===== src/rtl/pkt_ser.sv =====
// pkt_ser: drains a show-ahead FIFO and sends each 10-bit word LSB first as a UART-style frame.
// Optional macro PKT_SER_PARITY_EN appends an even-parity bit after the data bits.
module pkt_ser #(
  parameter int BAUD_DIV = 4
) (
  input  logic       clk,
  input  logic       rst,
  input  logic [9:0] pkti,
  input  logic       empty,
  output logic       re,
  input  logic       tx_en,
  output logic       txd,
  output logic       busy,
  output logic       frame_done
);
  localparam int            BW        = $clog2(BAUD_DIV + 1);
  localparam logic [BW-1:0] BAUD_LAST = BW'(BAUD_DIV - 1);

`ifdef PKT_SER_PARITY_EN
  typedef enum logic [2:0] {IDLE, START, DATA, PAR, STOP} state_t;
`else
  typedef enum logic [1:0] {IDLE, START, DATA, STOP} state_t;
`endif

  state_t        r_state;
  logic [BW-1:0] r_baud;
  logic [3:0]    r_bit;
  logic [9:0]    r_sh;
  logic          r_txd;
  logic          r_busy;
`ifdef PKT_SER_PARITY_EN
  logic          r_par;
`endif

  logic w_bit_end;
  logic w_pop;

  assign w_bit_end = (r_baud == BAUD_LAST);
  // Pop points: idle, or the last stop-bit cycle so back-to-back frames have no gap.
  assign w_pop = !rst && tx_en && !empty &&
                 ((r_state == IDLE) || ((r_state == STOP) && w_bit_end));

  assign re         = w_pop;
  assign txd        = r_txd;
  assign busy       = r_busy;
  assign frame_done = (r_state == STOP) && w_bit_end;

  always_ff @(posedge clk) begin
    if (rst) begin
      r_state <= IDLE;
      r_baud  <= '0;
      r_bit   <= '0;
      r_sh    <= '0;
      r_txd   <= 1'b1;
      r_busy  <= 1'b0;
`ifdef PKT_SER_PARITY_EN
      r_par   <= 1'b0;
`endif
    end else begin
      if ((r_state == IDLE) || w_bit_end) r_baud <= '0;
      else                                r_baud <= r_baud + 1'b1;

      if (w_pop) begin
        r_sh    <= pkti;
        r_state <= START;
        r_txd   <= 1'b0;
        r_busy  <= 1'b1;
`ifdef PKT_SER_PARITY_EN
        r_par   <= ^pkti;
`endif
      end else begin
        case (r_state)
          IDLE: ;
          START: if (w_bit_end) begin
            r_state <= DATA;
            r_txd   <= r_sh[0];
            r_sh    <= {1'b0, r_sh[9:1]};
            r_bit   <= '0;
          end
          DATA: if (w_bit_end) begin
            if (r_bit == 4'd9) begin
`ifdef PKT_SER_PARITY_EN
              r_state <= PAR;
              r_txd   <= r_par;
`else
              r_state <= STOP;
              r_txd   <= 1'b1;
`endif
            end else begin
              r_txd <= r_sh[0];
              r_sh  <= {1'b0, r_sh[9:1]};
              r_bit <= r_bit + 4'd1;
            end
          end
`ifdef PKT_SER_PARITY_EN
          PAR: if (w_bit_end) begin
            r_state <= STOP;
            r_txd   <= 1'b1;
          end
`endif
          STOP: if (w_bit_end) begin
            r_state <= IDLE;
            r_busy  <= 1'b0;
          end
          default: r_state <= IDLE;
        endcase
      end
    end
  end
endmodule


===== config.mk =====
export PLATFORM = sky130hd
export DESIGN_NAME = pkt_ser
export DESIGN_NICKNAME = d
export VERILOG_FILES = /design/src/rtl/pkt_ser.sv
export SDC_FILE = /design/constraint.sdc
export NUM_CORES = 1
export LEC_CHECK = 0
export ABC_AREA = 0
export ABC_CLOCK_PERIOD_IN_PS = 2600
export BUFFER_PORTS_ARGS = -buffer_cell sky130_fd_sc_hd__buf_2
export CAP_MARGIN = 20
export CORE_MARGIN = 2
export CORE_UTILIZATION = 58
export CTS_CLUSTER_SIZE = 24
export DETAILED_ROUTE_END_ITERATION = 6
export HOLD_SLACK_MARGIN = 0.15
export PLACE_DENSITY = 0.91
export RECOVER_POWER = 50
export SLEW_MARGIN = 5
export SYNTH_ARGS = -nofsm -noshare
export SYNTH_HDL_FRONTEND = slang
export SYNTH_SLANG_ARGS = --single-unit

===== constraint.sdc =====
create_clock -name clk -period 2.6 [get_ports clk]
set_clock_uncertainty 0.05 [all_clocks]
set_input_delay 0.52 -clock clk [delete_from_list [all_inputs] [get_ports clk]]
set_output_delay 0.52 -clock clk [all_outputs]
set_load 0.01 [all_outputs]

== Word-level counts from Yosys, hierarchy flattened ==
Cells that the tools add are included.

* Register bits after elaboration: 21
* Input port bits: 14
* Output and inout port bits: 4
* Logic and storage cells: 71

* $add $sub $neg: 2
* Equal/unequal tests: 15
* Multiplexer cells: 23
* Bitwise operators: 1
* Reductions and logical operators: 23

{| class="wikitable"
|+ Operators by type and width
! kind !! number
|-
| $mux 10 || 4
|-
| $pmux 10 s2 || 1
|-
| $ne 3x3->1 const B || 5
|-
| $reduce_and 5->1 || 3
|-
| $mux 4 || 3
|-
| $ne 2x2->1 const B || 5
|-
| $mux 1 || 8
|-
| $mux 2 || 4
|-
| $pmux 4 s2 || 1
|-
| $pmux 2 s3 || 1
|-
| $reduce_bool 2->1 || 3
|-
| $reduce_bool 3->1 || 2
|-
| $add 4x1->4 const B || 1
|-
| $eq 2x2->1 const B || 2
|-
| $eq 4x4->1 const B || 1
|-
| $logic_and 1x1->1 || 4
|-
| $reduce_and 4->1 || 1
|-
| $reduce_bool 4->1 || 1
|-
| $reduce_or 2->1 || 2
|-
| $add 3x1->3 const B || 1
|-
| $eq 3x2->1 const B || 1
|-
| $reduce_and 3->1 || 1
|-
| $eq 2x1->1 const B || 1
|-
| $logic_not 1->1 || 2
|-
| 5 further kinds || 6
|}

== Longest topological paths before layout ==
Gate-level depths: netlist of the first run.

* Word-level depth: 6
* Gate-level depth with buffers: 8
* Depth with buffers taken out: 7

== Least setup slack after synthesis of the first run ==
OpenSTA, ideal clock, no wires.

* Path type: reg2out
* From: register r_baud[0]
* To: output re
* Arrival: 1.339 ns
* Required time: 2.030 ns
* Slack: 0.691 ns
* Stages on the path, launching flop included: 7
* Buffers on the path: 1
* Cells stage by stage: dfxtp_1 > ha_1 > ha_1 > a21oi_1 > or4b_1 > buf_6 > inv_6

* Word-level cells in the longest chain between the ends: 4

{| class="wikitable"
|+ RTL lines
! what !! RTL line !! text
|-
| from (decl) || 26 || <nowiki>logic [BW-1:0] r_baud;</nowiki>
|-
| from (signal assigned) || 61 || <nowiki>else r_baud <= r_baud + 1'b1;</nowiki>
|-
| $eq 3x2->1 || 38 || <nowiki>assign w_bit_end = (r_baud == BAUD_LAST);</nowiki>
|-
| $logic_and 1x1->1 || 41 || <nowiki>((r_state == IDLE) || ((r_state == STOP) && w_bit_end));</nowiki>
|-
| $logic_or 1x1->1 || 41 ||
|-
| $logic_and 1x1->1 || 40 || <nowiki>assign w_pop = !rst && tx_en && !empty &&</nowiki>
|-
| to (decl) || 10 || <nowiki>output logic re,</nowiki>
|}

No other way between the ends.

== Final worst setup path of the first run ==
* From: register r_state[1]
* To: output re

* Word-level cells in the longest chain between the ends: 4
* Elaborated cells on any way between the ends: 5
* Classes of those cells: eq/ne: 1; reduce/logical: 4

{| class="wikitable"
|+ RTL lines
! what !! RTL line !! text
|-
| from (decl) || 25 || <nowiki>state_t r_state;</nowiki>
|-
| from (signal assigned) || 50 || <nowiki>r_state <= IDLE;</nowiki>
|-
| from (signal assigned) || 65 || <nowiki>r_state <= START;</nowiki>
|-
| from (signal assigned) || 75 || <nowiki>r_state <= DATA;</nowiki>
|-
| $eq 2x2->1 || 41 ||
|-
| $logic_and 1x1->1 || 41 ||
|-
| $logic_or 1x1->1 (*) || 41 ||
|-
| $logic_and 1x1->1 (*) || 40 ||
|}

Every way passes the cells marked *; elsewhere a longest branch is shown, timed or not.

==> results of run 1 <==
cell families after synthesis:
group / synth area share
adder cells (fa/ha/maj): 0.0967
buffers and inverters: 0.0784
flip-flops: 0.361
AND/OR/NAND/NOR: 0.178
AO/OA/AOI/OAI: 0.200
multiplexers: 0.0859
power groups by stage:
stage               clock network [W]  registers, W  logic [W]
finish                       0.000164      0.000340  0.0000619
CTS                          0.000166      0.000340  0.0000640
global route                 0.000185      0.000341  0.0000693
detailed placement                  0      0.000347  0.0000638
global placement                    0      0.000346  0.0000614
floorplan                           0      0.000346  0.0000459
layer usage:
layer,part of all wire,global-route usage
met5,0,0
met4,0.015,0.0857
met3,0.040,0.0337
met2,0.49,0.358
met1,0.45,0.259
sequential cells by signal, summed over array words and instances, names as in the netlist:
register  flops
r_bit         4
r_state       2
r_baud        3
r_sh         10
busy          1
txd           1
worst min-delay path: stages:
cell,delay [ns]
buf_2,0.10
nand2_1,0.05
a21oi_1,0.05
worst max-delay path by stage:
stage          endpoint  slack, ns  cells past startpoint
4_1_cts              re       0.14                      5
6_report             re       0.16                      5
3_5_place_dp         re       0.50                      5
2_1_floorplan        re       0.69                      6
5_1_grt              re       0.02                      6
3_3_place_gp         re       0.54                      6
through the flow:
stage          setup WS (ns)  cell area, um^2
3_3_place_gp           0.539             1260
2_1_floorplan          0.691             1160
3_5_place_dp           0.500             1260
4_1_cts                0.135             1290
6_report               0.164             1270
5_1_grt               0.0201             1270
synthesized netlist by cell type:
library cell	number	area [um^2]
dfxtp_1	21	420
mux2i_1	10	100
nor2_1	10	37.5
a211oi_2	9	113
ha_1	9	113
inv_1	8	30.0
nand2b_1	6	37.5
a21oi_1	3	15.0
buf_2	3	15.0
nor3_1	3	15.0
a2111oi_0	2	17.5
and2_1	2	12.5
buf_6	2	22.5
clkbuf_1	2	7.51
nand3_1	2	10.0
nor4_1	2	12.5
o22ai_1	2	12.5
a211oi_1	1	7.51
a22oi_1	1	7.51
buf_4	1	7.51
inv_6	1	8.76
nand2_1	1	3.75
nand3b_4	1	20.0
nand4_1	1	6.26
nor2b_1	1	6.26
nor3_2	1	10.0
nor4b_1	1	8.76
o211a_1	1	10.0
o21a_1	1	7.51
o21ai_2	1	8.76
o221ai_1	1	8.76
o31ai_1	1	7.51
o32ai_1	1	8.76
o41ai_1	1	8.76
or3_1	1	6.26
or3_4	1	11.3
or4b_1	1	10.0
layout make-up:
cell class | count | share of cell area
clock inverters | 1 | 0.00393
flip-flops and latches | 21 | 0.330
well taps | 27 | 0.0265
multi-input cells | 78 | 0.508
repair buffers | 21 | 0.0834
clock buffers | 3 | 0.0177
inverters | 9 | 0.0304
==> flow_summary_export.csv, run 1 <==
group,metric,value,unit
outcome,status,"finished clean",
worst_setup_path,cp_slowest_cell,"or4b_1",
die,die_w,48.8,um
synth,netlist_area,0.00116,mm^2
sta,clock.fmax,411,MHz
sta,slew_viol_final,0,
final_layout,seq_area,420,um^2
final_layout,drive_gt1_frac,0.263,
clock_tree,postCtsSetupBuffers,0,
worst_setup_path,path_max_fanout,8,
placed_design,port_buffers,17,
clock_tree,cts_root_buf,"clkbuf_4",
worst_setup_path,critical_path_class,"flip-flop to output pin",
die,io_pins,18,
clock_tree,clk_pin_slew,0.13,ns
worst_setup_path,slowest_delay,0.56,ns
die,core,0.00192,mm^2
power,p_sw_frac,0.258,
clock_tree,numCtsBuffers,3,
worst_setup_path,path_buf_inv,2,
sta,setup_viol,0,
final_layout,fin_util,0.663,
worst_setup_path,cp-start-kind,"flip-flop",
hold_path,min-delay-start,"pkti[9]",
final_layout,diodes,0,
power,peakVddDrop,0.334,mV
sta,tns,0,ns
placed_design,dpl.hpwl,1630,um
hold_path,min_path_type,"input port to flip-flop",
sta,period_needed,2.44,ns
worst_setup_path,crit_family,"simple AND/OR/NAND/NOR gates",
synth,netlist_instances,116,
worst_setup_path,regToRegEndpoint,"r_sh[3]",
die,rows,16,
worst_setup_path,worstPathRequired,2.03,ns
clock_tree,cts_hold_buf,0,
worst_setup_path,endpoint_kind,"output pin",
clock_tree,cts_buffer_depth,2,
routing,vias_per_cell,5.51,
global_route,grt_max_degree,24,
power,combPwrFrac,0.110,
routing,drt_iter0_markers,20,
global_route,grt_pass1_wl,3860,um
routing,vias,882,
sta,finalHoldViolCount,0,
placed_design,place_inst,156,
power,p_leak,0.586,nW
die,die_area,0.00238,mm^2
sta,post-route-period-util,0.937,
final_layout,instances_no_fill,160,
die,start_util,0.606,
routing,drt-total-wl,2180,um
sta,tightest_slew,0.487,ns
sta,slew_headroom,0.675,
synth,ys_types,37,
worst_setup_path,worst-r2r-cell-count,6,
routing,wl_per_cell,13.7,um
flow_run,maxCapViolCount,0,
final_layout,layout_commonest_cell,"dfxtp_1",
die,die_h,48.8,um
routing,drc,0,
global_route,grtUsageTotal,0.208,
synth,synth-seq-cells,21,
worst_setup_path,worstPathCellList,"ha_1 -> a21oi_1 -> or4b_1 -> inv_6 -> buf_2",
clock_tree,worstSkewPairLatency,0.32,ns
worst_setup_path,rrSetupSlack,0.45,ns
routing,antenna_left,0,
final_layout,multiInputGateArea,648,um^2
power,p_seq_frac,0.601,
power,power_density,443,mW/mm^2
worst_setup_path,cp.arrival,1.87,ns
power,p_switching,0.000146,W
synth,yosysSeqAreaShare,0.361,
sta,rsz0062_at_grt,"false",
final_layout,area_growth,9.45,%
power,clockPowerShare,0.290,
hold_path,holdPathEnd,"r_sh[9]",
routing,firstDrtPassIters,4,
final_layout,nets,157,
global_route,grt_overflow,0,
clock_tree,cts_tree,"built",
synth,postSynthAreaPerCell,10.0,um^2
worst_setup_path,r2r_start,"r_state[1]",
global_route,grt_pass1_vias,870,
final_layout,fillers,163,
placed_design,gp_congestion,0.735,
sta,whs,0.380,ns
clock_tree,clock_sinks,21,
global_route,grt_antenna_before_repair,0,
worst_setup_path,cp-startpoint,"r_state[1]",
power,p_total,0.000565,W
clock_tree,ctsResizeCount,0,
final_layout,layout_common_cells,"dfxtp_1, buf_2, mux2i_1, nor2_1",
clock_tree,cts-htree-levels,1,
synth,ys_warn_count,0,
synth,syn-num-nets,139,
hold_path,hold_depth,3,
power,power.internal,0.000419,W
No activity file was read; power rests on OpenSTA's default activity.
==> run 2, diff against run 1 <==
--- a/config.mk
+++ b/config.mk
@@ -5,7 +5,7 @@
 export SDC_FILE = /design/constraint.sdc
 export NUM_CORES = 1
 export LEC_CHECK = 0
-export ABC_AREA = 0
+export ABC_AREA = 1
 export ABC_CLOCK_PERIOD_IN_PS = 2600
 export BUFFER_PORTS_ARGS = -buffer_cell sky130_fd_sc_hd__buf_2
 export CAP_MARGIN = 20
==> run 2 against run 1 <==
- non-clock buffer count down 4
- worst hold slack improved by 0.013 ns
- utilization up 0.28 points
- first-iteration DRC count is 85% higher
- register-to-register slack better by 0.22 ns
- sequential power is 2% lower
- critical endpoint unchanged
- global-route usage about the same
- largest cell class unchanged
- clock-buffer cell count did not move
- via count grew 30%
- cell area rose by 1.5%
==> flow_summary_export.csv, run 2 <==
group,metric,value,unit
die,die_w,49.1,um
worst_setup_path,regToRegEndpoint,"r_sh[5]",
sta,tns,0,ns
final_layout,area_growth,9.65,%
global_route,grt_pass1_wl,3880,um
global_route,grt_overflow,0,
synth,ys_warn_count,0,
routing,antenna_left,0,
worst_setup_path,path_max_fanout,18,
synth,syn-num-nets,193,
routing,drt_iter0_markers,37,
clock_tree,postCtsSetupBuffers,0,
final_layout,largest_register_ffs,10,
clock_tree,numCtsBuffers,3,
final_layout,nets,211,
synth,synth.most_common_cell,"nand2_1",
synth,synth_area_leaders,"dfxtp_1, nand2_1, ha_1, nand4_1, a21oi_1",
synth,yosysSeqAreaShare,0.356,
synth,netlist.area_leader.share,0.356,
hold_path,hold_depth,1,
worst_setup_path,worstPathRequired,2.03,ns
worst_setup_path,worst-r2r-cell-count,9,
power,peakVddDrop,0.423,mV
synth,synthArstFlopShare,0,
sta,finalHoldViolCount,0,
worst_setup_path,cp-start-kind,"flip-flop",
routing,wl_per_cell,10.3,um
die,core,0.00194,mm^2
routing,drc,0,
power,p_leak,0.581,nW
final_layout,finalInstanceArea,0.00129,mm^2
global_route,grtUsageTotal,0.208,
final_layout,reg.largest.list,"r_sh: 10 flops, r_bit: 4 flops, r_baud: 3 flops",
placed_design,pre_cts_ws,0.614,ns
worst_setup_path,r2r_start,"r_baud[0]",
synth,yosys.area.top_type,"dfxtp_1",
power,power_density,424,mW/mm^2
placed_design,dpl.hpwl,1740,um
final_layout,regMostFlops,"r_sh",
synth,synth_flop_cell,"dfxtp_1",
placed_design,gp_congestion,0.908,
clock_tree,clock_sinks,21,
clock_tree,ctsResizeCount,0,
worst_setup_path,critical_path_class,"flip-flop to output pin",
global_route,grt_pass1_vias,965,
synth,ys_top_cells_by_count,"nand2_1, dfxtp_1, nor2_1, inv_1, a21oi_1",
final_layout,drive_gt1_frac,0.144,
synth,postSynthAreaPerCell,6.94,um^2
global_route,grt_antenna_before_repair,0,
clock_tree,worstSkewPairLatency,0.30,ns
worst_setup_path,endpoint_kind,"output pin",
die,die_h,49.1,um
synth,synth-seq-cells,21,
final_layout,fin_util,0.666,
clock_tree,cts-htree-levels,1,
placed_design,placed_area,0.00127,mm^2
hold_path,holdPathEnd,"r_baud[0]",
clock_tree,cts_root_buf,"clkbuf_4",
synth,ys_types,22,
sta,slew_viol_final,0,
die,die_area,0.00241,mm^2
placed_design,port_buffers,17,
synth,synth_edf_count,0,
clock_tree,cts_hold_buf,0,
clock_tree,cts_buffer_depth,2,
die,start_util,0.608,
routing,vias_per_cell,5.35,
clock_tree,clk_pin_slew,0.11,ns
sta,tightest_slew,0.285,ns
die,rows,16,
final_layout,layout_common_cells,"nand2_1, dfxtp_1, nor2_1",
sta,post-route-period-util,0.907,
clock_tree,cts_tree,"built",
flow_run,maxCapViolCount,0,
hold_path,min_path_type,"flip-flop to flip-flop",
hold_path,min-delay-start,"r_baud[0]",
synth,netlist_instances,170,
sta,setup_viol,0,
sta,clock.fmax,424,MHz
final_layout,layout_commonest_cell,"nand2_1",
routing,vias,1144,
final_layout,diodes,0,
global_route,grt_max_degree,19,
worst_setup_path,cp.arrival,1.79,ns
synth,netlist_area,0.00118,mm^2
sta,rsz0062_at_grt,"false",
routing,firstDrtPassIters,4,
sta,slew_headroom,0.810,
sta,period_needed,2.36,ns
worst_setup_path,rrSetupSlack,0.67,ns
sta,fin_ws,0.242,ns
outcome,status,"finished clean",
die,io_pins,18,
sta,whs,0.392,ns
routing,drt-total-wl,2210,um
-- run 2: kinds of logic (layout without fill, tap and decap cells) --
| kind of cell | after synthesis | in the layout | share of synthesized area |
|---|---|---|---|
| xor+xnor | 1 | 1 | 0.00742 |
| buf+inv | 21 | 38 | 0.0774 |
| simple gates | 102 | 102 | 0.391 |
| flops | 21 | 21 | 0.356 |
| fa+ha+maj | 9 | 9 | 0.0954 |
| compound gates | 16 | 16 | 0.0721 |
-- run 2: worst max-delay path by stage --
stage	start	to	slack (ns)
final	r_baud[0]	re	0.24
after detailed placement	rst	re	0.61
after global routing	r_baud[0]	re	0.06
after global placement	rst	re	0.65
after CTS	r_baud[0]	re	0.27
after floorplan	r_baud[0]	re	0.95
-- run 2: through the flow --
stage,cells,total power [W]
after floorplan,170,0.000386
after global placement,210,0.000403
after detailed placement,210,0.000405
after CTS,214,0.000555
after global routing,214,0.000578
final,214,0.000548
-- run 2: area by class of cell --
| class | instances | area [um^2] |
|---|---|---|
| Multi-Input combinational cell | 128 | 666 |
| Fill cell | 165 | 648 |
| Sequential cell | 21 | 420 |
| Timing Repair Buffer | 17 | 82.6 |
| Inverter | 17 | 63.8 |
| Tap cell | 27 | 33.8 |
| Clock buffer | 3 | 22.5 |
| Clock inverter | 1 | 5.00 |
-- run 2: per-layer routing --
layer  track usage  up-vias  wire length, um
li1              -      579                -
met1         0.233      508              908
met2         0.367       53             1120
met3        0.0399        4              142
met4         0.114        0               36
met5             0        -                0
-- run 2: worst max-delay path, cell delays in order (launching register included) --
cell	delay [ns]
dfxtp_1	0.36
ha_1	0.15
ha_1	0.23
nand2_1	0.15
nand2_4	0.14
nand3_4	0.20
inv_2	0.12
buf_2	0.13
-- run 2: where the power goes --
group	switching [W]	internal, W
sequential	0.00000475	0.000329
combinational	0.0000411	0.0000237
clock	0.0000927	0.0000574
total	0.000139	0.000410
==> run 3, diff against run 2 <==
--- a/config.mk
+++ b/config.mk
@@ -16,6 +16,7 @@
 export HOLD_SLACK_MARGIN = 0.15
 export PLACE_DENSITY = 0.91
 export RECOVER_POWER = 50
+export REMOVE_ABC_BUFFERS = 1
 export SLEW_MARGIN = 5
 export SYNTH_ARGS = -nofsm -noshare
 export SYNTH_HDL_FRONTEND = slang
==> run 3 against run 2 <==
- cell area did not move
- first-iteration DRC count down 14%
- maximum frequency fell by 0.45%
- flip-flop and latch count unchanged
==> flow_summary_export.csv, run 3 (synthesis gave the netlist of run 2 again) <==
group,metric,value,unit
die,die_h,49.1,um
routing,drt_iter0_markers,32,
clock_tree,cts_hold_buf,0,
sta,period_needed,2.37,ns
sta,finalHoldViolCount,0,
placed_design,gp_congestion,0.888,
routing,vias,1149,
final_layout,instances_no_fill,214,
global_route,grt_pass1_vias,1000,
clock_tree,cts-htree-levels,1,
sta,slew_headroom,0.811,
clock_tree,postCtsSetupBuffers,0,
routing,drc,0,
placed_design,place_inst,210,
clock_tree,clk_pin_slew,0.12,ns
die,start_util,0.608,
final_layout,area_growth,9.65,%
worst_setup_path,worstPathRequired,2.03,ns
global_route,grt_use_met2,0.367,
routing,vias_per_cell,5.37,
worst_setup_path,path_max_fanout,18,
routing,wl_per_cell,10.8,um
sta,tns,0,ns
sta,setup_viol,0,
flow_run,maxCapViolCount,0,
final_layout,drive_gt1_frac,0.144,
power,p_leak,0.581,nW
clock_tree,cts_tree,"built",
final_layout,reg.largest.list,"r_sh: 10 flops, r_bit: 4 flops, r_baud: 3 flops",
die,io_pins,18,
clock_tree,clock_sinks,21,
final_layout,diodes,0,
final_layout,layout_commonest_cell,"nand2_1",
sta,tightest_slew,0.284,ns
power,peakVddDrop,0.442,mV
global_route,grt_overflow,0,
placed_design,pre_cts_ws,0.599,ns
worst_setup_path,cp-start-kind,"flip-flop",
sta,slew_viol_final,0,
routing,antenna_left,0,
die,core,0.00194,mm^2
die,die_w,49.1,um
sta,post-route-period-util,0.911,
global_route,grtUsageTotal,0.210,
die,die_area,0.00241,mm^2
global_route,grtUsageMet1,0.238,
routing,firstDrtPassIters,5,
final_layout,layout_common_cells,"nand2_1, dfxtp_1, nor2_1",
worst_setup_path,cp.arrival,1.80,ns
global_route,use_met3,0.0368,
hold_path,min_path_type,"flip-flop to flip-flop",
global_route,grt_antenna_before_repair,0,
final_layout,largest_register_ffs,10,
outcome,status,"finished clean",
global_route,grt_pass1_wl,3980,um
placed_design,dpl.hpwl,1810,um
routing,drt-total-wl,2320,um
clock_tree,numCtsBuffers,3,
sta,clock.fmax,422,MHz
clock_tree,cts_buffer_depth,2,
power,p_total,0.000554,W
final_layout,fillers,172,
final_layout,regMostFlops,"r_sh",
worst_setup_path,endpoint_kind,"output pin",
final_layout,nets,211,
clock_tree,cts_root_buf,"clkbuf_4",
power,power_density,429,mW/mm^2
placed_design,port_buffers,17,
die,rows,16,
sta,rsz0062_at_grt,"false",
global_route,grt_max_degree,19,
global_route,grt_busiest_layer,"met2",
worst_setup_path,critical_path_class,"flip-flop to output pin",
clock_tree,worstSkewPairLatency,0.30,ns
clock_tree,ctsResizeCount,0,
sta,fin_ws,0.231,ns
==> run 3: final timing paths <==
check             startpoint   endpoint  slack, ns  cells past startpoint
setup / recovery   r_baud[0]         re       0.23                      7
hold / removal     r_baud[0]  r_baud[0]       0.38                      1
setup reg to reg   r_baud[0]    r_sh[0]       0.63                      9
hold reg to reg    r_baud[0]  r_baud[0]       0.38                      1
==> run 3: critical path, cell delays in order (launching register included) <==
cell and delay (ns):
dfxtp_1 0.35, ha_1 0.15, ha_1 0.23, nand2_1 0.15
nand2_4 0.15, nand3_4 0.20, inv_2 0.13, buf_2 0.14
==> run 3: layer usage <==
layer	vias up	share of wire
li1	583	-
met1	509	0.42
met2	49	0.50
met3	8	0.060
met4	0	0.019
met5	-	0
==> run 3: layout make-up <==
| type | count | area, um^2 | area share |
|---|---|---|---|
| Clock buffer | 3 | 22.5 | 0.0174 |
| Clock inverter | 1 | 5.00 | 0.00387 |
| Inverter | 17 | 63.8 | 0.0493 |
| Multi-Input combinational cell | 128 | 666 | 0.515 |
| Sequential cell | 21 | 420 | 0.325 |
| Tap cell | 27 | 33.8 | 0.0261 |
| Timing Repair Buffer | 17 | 82.6 | 0.0638 |
==> run 3: per-stage QoR <==
stage	utilization	hold WS (ns)	instance area (um^2)
2_1_floorplan	-	0.349	1150
3_3_place_gp	0.655	0.356	1270
3_5_place_dp	0.655	0.369	1270
4_1_cts	0.669	0.385	1300
5_1_grt	0.666	0.403	1290
6_report	0.666	0.381	1290
==> run 3: power breakdown <==
| group | switching (W) | total [W] | internal (W) |
|---|---|---|---|
| Clock | 0.0000972 | 0.000155 | 0.0000574 |
| Combinational | 0.0000430 | 0.0000667 | 0.0000237 |
| Sequential | 0.00000450 | 0.000333 | 0.000329 |
| Total | 0.000145 | 0.000554 | 0.000410 |
